**src/rtl/alu_core.sv**
```systemverilog
// ---------------------------------------------------------------------------
// alu_core : two-stage pipelined 8-bit ALU with a 9-bit result.
//
// Stage 1 registers the operands and the opcode, and marks the slot valid.
// Stage 2 evaluates the registered op and registers the result and the flags.
// Latency is two enabled clock edges. Throughput is one op per enabled cycle.
//
// Ports
//   clk        in   single clock; all state updates on its rising edge
//   rst        in   synchronous, active-high reset (wins over ce)
//   OPA, OPB   in   8-bit operands
//   cin        in   carry/borrow-in for ADD_CIN / SUB_CIN
//   ce         in   clock enable; 0 freezes both pipeline stages
//   mode       in   1 = arithmetic opcode set, 0 = logical opcode set
//   cmd        in   4-bit opcode
//   res        out  9-bit registered result
//   oflow      out  borrow flag of the subtract family
//   cout       out  carry flag of the add family
//   g, e, l    out  CMP outcome (greater / equal / less), unsigned
//   err        out  illegal opcode or illegal rotate amount
// ---------------------------------------------------------------------------
module alu_core (
   input  logic       clk,
   input  logic       rst,
   input  logic [7:0] OPA,
   input  logic [7:0] OPB,
   input  logic       cin,
   input  logic       ce,
   input  logic       mode,
   input  logic [3:0] cmd,
   output logic [8:0] res,
   output logic       oflow,
   output logic       cout,
   output logic       g,
   output logic       e,
   output logic       l,
   output logic       err
);

   // stage 1 registers
   logic [7:0] a_q, b_q;
   logic       cin_q, mode_q, vld_q;
   logic [3:0] cmd_q;

   // stage 2 registers (module outputs)
   logic [8:0] res_q;
   logic       oflow_q, cout_q, g_q, e_q, l_q, err_q;

   // stage 2 next-state values
   logic [8:0]  res_d;
   logic        oflow_d, cout_d, g_d, e_d, l_d, err_d;
   logic [8:0]  a9_s, b9_s, cin9_s;
   logic [15:0] rot_s;

   assign a9_s   = {1'b0, a_q};
   assign b9_s   = {1'b0, b_q};
   assign cin9_s = {8'd0, cin_q};

   // Stage 2 datapath: evaluate the op held in stage 1.
   always_comb begin
      res_d   = 9'd0;
      oflow_d = 1'b0;
      cout_d  = 1'b0;
      g_d     = 1'b0;
      e_d     = 1'b0;
      l_d     = 1'b0;
      err_d   = 1'b0;
      rot_s   = 16'd0;
      if (mode_q) begin
         case (cmd_q)
            4'd0: begin res_d = a9_s + b9_s;          cout_d = res_d[8]; end
            4'd1: begin res_d = a9_s - b9_s;          oflow_d = (a9_s < b9_s); end
            4'd2: begin res_d = a9_s + b9_s + cin9_s; cout_d = res_d[8]; end
            4'd3: begin res_d = a9_s - b9_s - cin9_s; oflow_d = (a9_s < (b9_s + cin9_s)); end
            4'd4: begin res_d = a9_s + 9'd1;          cout_d = res_d[8]; end
            4'd5: begin res_d = a9_s - 9'd1;          oflow_d = (a_q == 8'd0); end
            4'd6: begin res_d = b9_s + 9'd1;          cout_d = res_d[8]; end
            4'd7: begin res_d = b9_s - 9'd1;          oflow_d = (b_q == 8'd0); end
            4'd8: begin
               g_d = (a_q > b_q);
               e_d = (a_q == b_q);
               l_d = (a_q < b_q);
            end
            default: err_d = 1'b1;
         endcase
      end else begin
         case (cmd_q)
            4'd0:  res_d = {1'b0, a_q & b_q};
            4'd1:  res_d = {1'b0, ~(a_q & b_q)};
            4'd2:  res_d = {1'b0, a_q | b_q};
            4'd3:  res_d = {1'b0, ~(a_q | b_q)};
            4'd4:  res_d = {1'b0, a_q ^ b_q};
            4'd5:  res_d = {1'b0, ~(a_q ^ b_q)};
            4'd6:  res_d = {1'b0, ~a_q};
            4'd7:  res_d = {1'b0, ~b_q};
            4'd8:  res_d = {2'b00, a_q[7:1]};
            4'd9:  res_d = {2'b00, b_q[7:1]};
            4'd10: res_d = {1'b0, a_q[6:0], 1'b0};
            4'd11: res_d = {1'b0, b_q[6:0], 1'b0};
            // Rotates work on {A,A}: the window upper byte after a left
            // shift, or the lower byte after a right shift, is the rotation.
            4'd12: begin
               if (b_q[7:4] != 4'd0) begin
                  err_d = 1'b1;
               end else begin
                  rot_s = {a_q, a_q} << b_q[2:0];
                  res_d = {1'b0, rot_s[15:8]};
               end
            end
            4'd13: begin
               if (b_q[7:4] != 4'd0) begin
                  err_d = 1'b1;
               end else begin
                  rot_s = {a_q, a_q} >> b_q[2:0];
                  res_d = {1'b0, rot_s[7:0]};
               end
            end
            default: err_d = 1'b1;
         endcase
      end
   end

   // Pipeline registers: reset dominates ce; an empty stage 1 leaves outputs untouched.
   always_ff @(posedge clk) begin
      if (rst) begin
         a_q     <= 8'd0;
         b_q     <= 8'd0;
         cin_q   <= 1'b0;
         mode_q  <= 1'b0;
         cmd_q   <= 4'd0;
         vld_q   <= 1'b0;
         res_q   <= 9'd0;
         oflow_q <= 1'b0;
         cout_q  <= 1'b0;
         g_q     <= 1'b0;
         e_q     <= 1'b0;
         l_q     <= 1'b0;
         err_q   <= 1'b0;
      end else if (ce) begin
         a_q    <= OPA;
         b_q    <= OPB;
         cin_q  <= cin;
         mode_q <= mode;
         cmd_q  <= cmd;
         vld_q  <= 1'b1;
         if (vld_q) begin
            res_q   <= res_d;
            oflow_q <= oflow_d;
            cout_q  <= cout_d;
            g_q     <= g_d;
            e_q     <= e_d;
            l_q     <= l_d;
            err_q   <= err_d;
         end
      end
   end

   assign res   = res_q;
   assign oflow = oflow_q;
   assign cout  = cout_q;
   assign g     = g_q;
   assign e     = e_q;
   assign l     = l_q;
   assign err   = err_q;

endmodule

```
**config.mk**
```make
export PLATFORM = sky130hd
export DESIGN_NAME = alu_core
export DESIGN_NICKNAME = d
export VERILOG_FILES = /design/src/rtl/alu_core.sv
export SDC_FILE = /design/constraint.sdc
export NUM_CORES = 1
export LEC_CHECK = 0
export ABC_AREA = 1
export CAP_MARGIN = 20
export CORE_MARGIN = 1.5
export CORE_UTILIZATION = 60
export CTS_BUF_LIST = sky130_fd_sc_hd__clkbuf_4 sky130_fd_sc_hd__clkbuf_8
export DETAILED_ROUTE_END_ITERATION = 7
export GPL_ROUTABILITY_DRIVEN = 1
export PLACE_DENSITY_LB_ADDON = 0.08
export SLEW_MARGIN = 5
export SYNTH_ARGS = -nofsm -noshare
export SYNTH_HDL_FRONTEND = slang
export SYNTH_SLANG_ARGS = --single-unit
```
**constraint.sdc**
```tcl
create_clock -name clk -period 2.8 [get_ports clk]
set_clock_uncertainty 0.1 [all_clocks]
set_input_delay 0.84 -clock clk [delete_from_list [all_inputs] [get_ports clk]]
set_output_delay 0.84 -clock clk [all_outputs]
set_load 0.05 [all_outputs]
```
# Word-level counts from Yosys, hierarchy flattened
# Cells that the tools add are included.
dict set report word_totals {
  reg_bits 38
  in_bits 25
  out_inout_bits 15
  elab_cells 77
}
dict set report classes {
  addsub 9
  magnitude_cmp 4
  n_eq_ne 14
  shifts 2
  mux 19
  bitwise_logic 8
  reduce_logical 8
}
# operator count
set ops {}
lappend ops {{$pmux 8 s14} 1}
lappend ops {{$pmux 9 s8} 1}
lappend ops {{$not 8->8} 5}
lappend ops {{$eq 4x4->1 const B} 6}
lappend ops {{$add 8x1->9 const B} 2}
lappend ops {{$sub 8x1->9 const B} 2}
lappend ops {{$eq 4x3->1 const B} 4}
lappend ops {{$logic_not 8->1} 2}
lappend ops {{$lt 8x8->1} 2}
lappend ops {{$mux 8} 2}
lappend ops {{$shl 16x3->16} 1}
lappend ops {{$shr 16x3->8} 1}
lappend ops {{$reduce_or 12->1} 1}
lappend ops {{$mux 1} 11}
lappend ops {{$add 8x1->9} 1}
lappend ops {{$add 8x8->9} 1}
lappend ops {{$add 9x1->9} 1}
lappend ops {{$lt 8x9->1} 1}
lappend ops {{$mux 9} 1}
lappend ops {{$reduce_or 9->1} 1}
lappend ops {{$sub 8x8->9} 1}
lappend ops {{$sub 9x1->9} 1}
lappend ops {{$and 8x8->8} 1}
lappend ops {{$eq 4x2->1 const B} 2}
lappend ops {{other kinds (11)} 12}

# Longest topological paths before layout
dict set report depth {
  depth_word 4
  depth_mapped 19
  depth_no_buf 18
}

# Worst setup path before layout
# Ideal clock, no wire load.
dict set report synth_path {
  path_kind {register to register}
  start {register b_q[2]}
  end {register oflow_q, in the netlist oflow}
  setup_ns 0.128
  arrival_ns 2.341
  required_time_ns 2.572
  path_slack_ns 0.231
  stages_incl_launch_ff 14
  n_path_buf 2
  period_less_slack_ns 2.569
  cell_sequence {dfxtp_1 clkbuf_1 clkbuf_1 nand3_1 nor2_1 nand3_1 xor2_1 ha_1 nand4_1 a211o_1 nand3_1 nand3b_1 nand3_1 a21oi_1}
}
dict set report synth_between {
  elab_chain_cells 4
  word_cells_on_any_way 6
  cone_classes {add/sub (1); order compare (2); mux (2); reduce/logical (1)}
}
# item line
set synth_rtl {}
lappend synth_rtl {{start, declared} 41} ;# logic [7:0] a_q, b_q;
lappend synth_rtl {{start signal, assigned} 127} ;# b_q <= 8'd0;
lappend synth_rtl {{start signal, assigned} 141} ;# b_q <= OPB;
lappend synth_rtl {{$add 8x1->9} 74} ;# 4'd3: begin res_d = a9_s - b9_s - cin9_s; oflow_d = (a9_s < (b9_s + cin9_s)); end
lappend synth_rtl {{$lt 8x9->1} 74}
lappend synth_rtl {{$pmux 1 s4 (*)} 70} ;# case (cmd_q)
lappend synth_rtl {{$mux 1 (*)} 69} ;# if (mode_q) begin
lappend synth_rtl {{end signal, assigned} 148} ;# oflow_q <= oflow_d;
lappend synth_rtl {{end, declared} 47} ;# logic oflow_q, cout_q, g_q, e_q, l_q, err_q;
# Every way passes the cells marked *; elsewhere a longest branch is shown, timed or not.
# A chain may end at the register's enable or synchronous reset.

# Worst setup path in the final report
dict set report layout_path {
  start {register b_q[0]}
  end {register oflow_q, in the netlist oflow}
}
# Same word-level chain as after synthesis.

==> tab_implementation.tex <==
\begin{tabular}{lr}
\hline
Metric & Value \\
\hline
\multicolumn{2}{l}{\textbf{Run status}} \\
Result of the run & finished, violations left \\
Violated checks & DRC \\
\multicolumn{2}{l}{\textbf{Die}} \\
Vertical die dimension & $\sim$95 µm \\
Die outline width & about 95 µm \\
Top-level I/O count & 40 \\
Placement row count & 33 \\
Initial core utilization & 0.616 \\
Die Outline Area & $\sim$9000 µm² \\
Std-Cell Core Area & 8180 µm² \\
\multicolumn{2}{l}{\textbf{Pwr}} \\
Power density over cell area & roughly 370 nW/µm² \\
Power share of the clock group & 0.198 \\
Internal power summed over all cells & $\sim$1.1 mW \\
Net Switching & slightly above 1 mW \\
Leak pwr & 2.73 nW \\
Proportion of total power due to net switching & 0.470 \\
Part of the total power dissipated in sequential elements & 0.283 \\
Worst VDD drop & around 0.25 mV \\
Relative contribution of combinational cells to total power & 0.520 \\
Design Power & around 2.2 mW \\
\multicolumn{2}{l}{\textbf{CTS}} \\
Number of buffers inserted during clock tree synthesis & 5 \\
H-tree level count & 2 \\
Clock latency on the worst-skew pair & around 300 ps \\
Root buffer cell & sky130\_fd\_sc\_hd\_\_clkbuf\_8 \\
CTS tree & yes \\
Clock edge transition at the registers on the reported setup and hold paths & around 90 ps \\
Maximum number of buffers from clock root to sink & 2 \\
Clk sink count & 38 \\
\multicolumn{2}{l}{\textbf{Finish}} \\
Area delta synth->final & 17.4\% \\
Antenna Cells & 0 \\
Net count reported at finish & $\sim$1000 \\
Number of fillers in the final layout & 733 \\
Share of final-layout standard cells stronger than drive strength 1 & 0.109 \\
\multicolumn{2}{l}{\textbf{Place}} \\
Routability congestion estimate & between 1 and 1.5 \\
Number of I/O port buffers & 39 \\
DP HPWL & 16000 µm \\
Worst slack at placement & between 7 and 8 ps \\
\multicolumn{2}{l}{\textbf{Yosys}} \\
Fraction of the mapped netlist area in adder cells & 0.115 \\
Share of the synthesized area in compound gates (AO/OA/AOI/OAI) & 0.234 \\
Unique masters post-synth & 48 \\
Post-Synth Simple-Gate Area & 0.383 \\
Mux contribution to synthesized area & 0.00596 \\
EDFF count, synth & 0 \\
Commonest register cell after synthesis & sky130\_fd\_sc\_hd\_\_dfxtp\_1 \\
Combinational family with the most area after synthesis & simple AND/OR/NAND/NOR gates \\
Part of the Yosys area used for sequential elements & 0.151 \\
Synthesized netlist net count & 934 \\
Post-synthesis instance area & roughly 5000 µm² \\
Number of warning messages in the yosys log & 0 \\
Average cell area after synthesis & $\sim$6 µm² \\
\#FFs+latches synth & 38 \\
XOR/XNOR share of the synthesized area & 0.0156 \\
Asr flop ratio synth & 0 \\
Syn Inst Count & 864 \\
\multicolumn{2}{l}{\textbf{Critical path}} \\
RR Endpoint & oflow \\
Critical Path AT & 2820 ps \\
Endpoint class of the critical path & flip-flop \\
Critical R2R Launch & b\_q[0] \\
Critical path type & flip-flop to flip-flop \\
Critical path startpoint category & flip-flop \\
Setup slack of the worst register-to-register path & around 120 ps \\
FF-to-FF path depth & 14 \\
Largest fanout on the critical path & 7 \\
Critical path data required time & between 2000 and 3000 ps \\
\multicolumn{2}{l}{\textbf{STA}} \\
Hold Fails Final Rpt & 0 \\
Final setup viols & 0 \\
Final critical-path share of the clock period & 0.957 \\
Worst hold slack & approximately 370 ps \\
Transition time at the pin with the least slew margin & 644 ps \\
Final worst path period need & about 2700 ps \\
Peak Freq & about 0.37 GHz \\
Relative slew slack & 0.570 \\
Unrepaired setup endpoints after global routing & yes \\
Final Max Slew Viols & 0 \\
Smallest setup slack after layout & between 100 and 150 ps \\
\multicolumn{2}{l}{\textbf{Route}} \\
Ratio of routed vias to standard cells & approximately 6.6 \\
DR WL/cell & 20.3 µm \\
DRT Pass-1 Iters & 8 \\
Drc violations & 2 \\
Overall via count from detail\_route & 6808 \\
Antenna Nets Post-Route & 0 \\
Total wirelength of the detailed-routed design & $\sim$21000 µm \\
First DRT Iteration DRCs & 999 \\
\multicolumn{2}{l}{\textbf{Global route}} \\
GRT Resource Usage Total & 0.473 \\
Antenna violations before repair & 0 \\
Global route total overflow & 0 \\
Vias in the first global route & 6350 \\
Pin count of the biggest net entering global routing & 24 \\
Global-route wire length before repair & 32100 µm \\
\multicolumn{2}{l}{\textbf{Min path}} \\
Worst hold start & e \\
Hold endpoint & e \\
Min-Delay Path Class & flip-flop to flip-flop \\
Number of cells on the worst hold path & 2 \\
\multicolumn{2}{l}{\textbf{Run}} \\
Count of maximum capacitance violations & 0 \\
\hline
\end{tabular}
cell type report:
type	instances	area, µm²	area share
sequential	38	771	0.130
timing repair buffer	90	773	0.131
clock buffer	6	82.6	0.0140
multi-input combinational	706	3820	0.646
inverter	86	323	0.0545
tap	105	131	0.0222
clock inverter	2	12.5	0.00211
worst max-delay path: stages, from the launching register on:
cell and delay, ps:
sky130_fd_sc_hd__dfxtp_4 410, sky130_fd_sc_hd__ha_1 190, sky130_fd_sc_hd__ha_1 200, sky130_fd_sc_hd__nand2_1 80, sky130_fd_sc_hd__nor2_2 150, sky130_fd_sc_hd__nand2_1 100, sky130_fd_sc_hd__xor2_1 160, sky130_fd_sc_hd__ha_1 300
sky130_fd_sc_hd__a21oi_1 120, sky130_fd_sc_hd__o21ai_0 100, sky130_fd_sc_hd__nor2_1 150, sky130_fd_sc_hd__nand3_2 180, sky130_fd_sc_hd__nand3b_1 170, sky130_fd_sc_hd__nand3_1 80, sky130_fd_sc_hd__a21oi_1 130
cells in the mapped netlist, types with 6 or more instances:
master	n	area, µm²
sky130_fd_sc_hd__nor2_1	65	244
sky130_fd_sc_hd__clkbuf_1	21	78.8
sky130_fd_sc_hd__dfxtp_1	38	761
sky130_fd_sc_hd__inv_1	74	278
sky130_fd_sc_hd__nor4_1	8	50.1
sky130_fd_sc_hd__clkinv_1	6	22.5
sky130_fd_sc_hd__o22ai_1	13	81.3
sky130_fd_sc_hd__nor3_1	11	55.1
sky130_fd_sc_hd__o21ai_0	85	425
sky130_fd_sc_hd__o2111ai_1	6	52.6
sky130_fd_sc_hd__nand2_2	7	43.8
sky130_fd_sc_hd__ha_1	43	538
sky130_fd_sc_hd__inv_2	6	22.5
sky130_fd_sc_hd__nand2_1	232	871
sky130_fd_sc_hd__nand4_1	19	119
sky130_fd_sc_hd__buf_2	8	40.0
sky130_fd_sc_hd__a21oi_1	71	355
sky130_fd_sc_hd__nand3_1	82	410
stage by stage:
| step | area [µm²] | cells | TNS [ps] | utilization |
|---|---|---|---|---|
| after floorplan | 5040 | 864 | 0 | - |
| after global placement | 5780 | 1025 | 0 | 0.707 |
| after detailed placement | 5780 | 1025 | 0 | 0.707 |
| after CTS | 5880 | 1033 | 0 | 0.719 |
| after global routing | 5920 | 1033 | -19.2 | 0.724 |
| final | 5920 | 1033 | 0 | 0.724 |
how the worst max path moves through the flow:
stage,cells past startpoint,end,from
finish,14,oflow,b_q[0]
global route,14,res[8],a_q[0]
CTS,14,res[8],a_q[0]
detailed placement,14,oflow,b_q[0]
global placement,14,oflow,b_q[0]
floorplan,13,oflow,b_q[2]
power by group through the flow:
| stage | Sequential (mW) | Clock [mW] | Combinational, mW |
|---|---|---|---|
| after floorplan | 0.650 | 0 | 0.649 |
| after global placement | 0.619 | 0 | 1.03 |
| after detailed placement | 0.619 | 0 | 1.05 |
| after CTS | 0.607 | 0.425 | 1.06 |
| after global routing | 0.614 | 0.439 | 1.20 |
| final | 0.611 | 0.427 | 1.12 |
cell families (layout without fill, tap and decap cells):
kind of cell / count (synthesis) / after routing
AOI/OAI and AO/OA: 208 / 208
xor gates and xnor gates: 9 / 9
adders and majority gates: 45 / 45
buffers and inverters: 120 / 184
DFF: 38 / 38
muxes: 3 / 3
and+or+nand+nor: 441 / 441
layer usage:
layer	vias up	part of all wire	GRT usage
met5	-	0	0
met4	0	0.087	0.326
met3	163	0.15	0.124
met2	606	0.40	0.693
met1	2971	0.37	0.601
li1	3068	-	-
repair_timing:
item | CTS | global route
hold buffers | 0 | 0
endpoints found under the hold margin | 0 | 0
gates resized for setup | 1 | 15
setup endpoints to repair | 1 | 10
buffers inserted | 0 | 0
pin swaps | 0 | 0
placed cells by master (no fill, tap or decap), drive strengths merged, types with 8 or more instances in the layout:
master / n
ha: 43
nor2: 68
clkdlybuf4s50: 39
o21ai: 94
nor4: 8
nand3: 85
dfxtp: 38
o22ai: 13
nand4: 19
inv: 80
nand2: 239
nor3: 11
buf: 51
a21oi: 72
registers in the layout (all words and copies together) (netlist names):
name,flops
cout,1
a_q,8
err,1
cmd_q,4
oflow,1
vld_q,1
res,9
e,1
b_q,8
g,1
mode_q,1
l,1
cin_q,1
No activity file was read; power rests on OpenSTA's default activity.
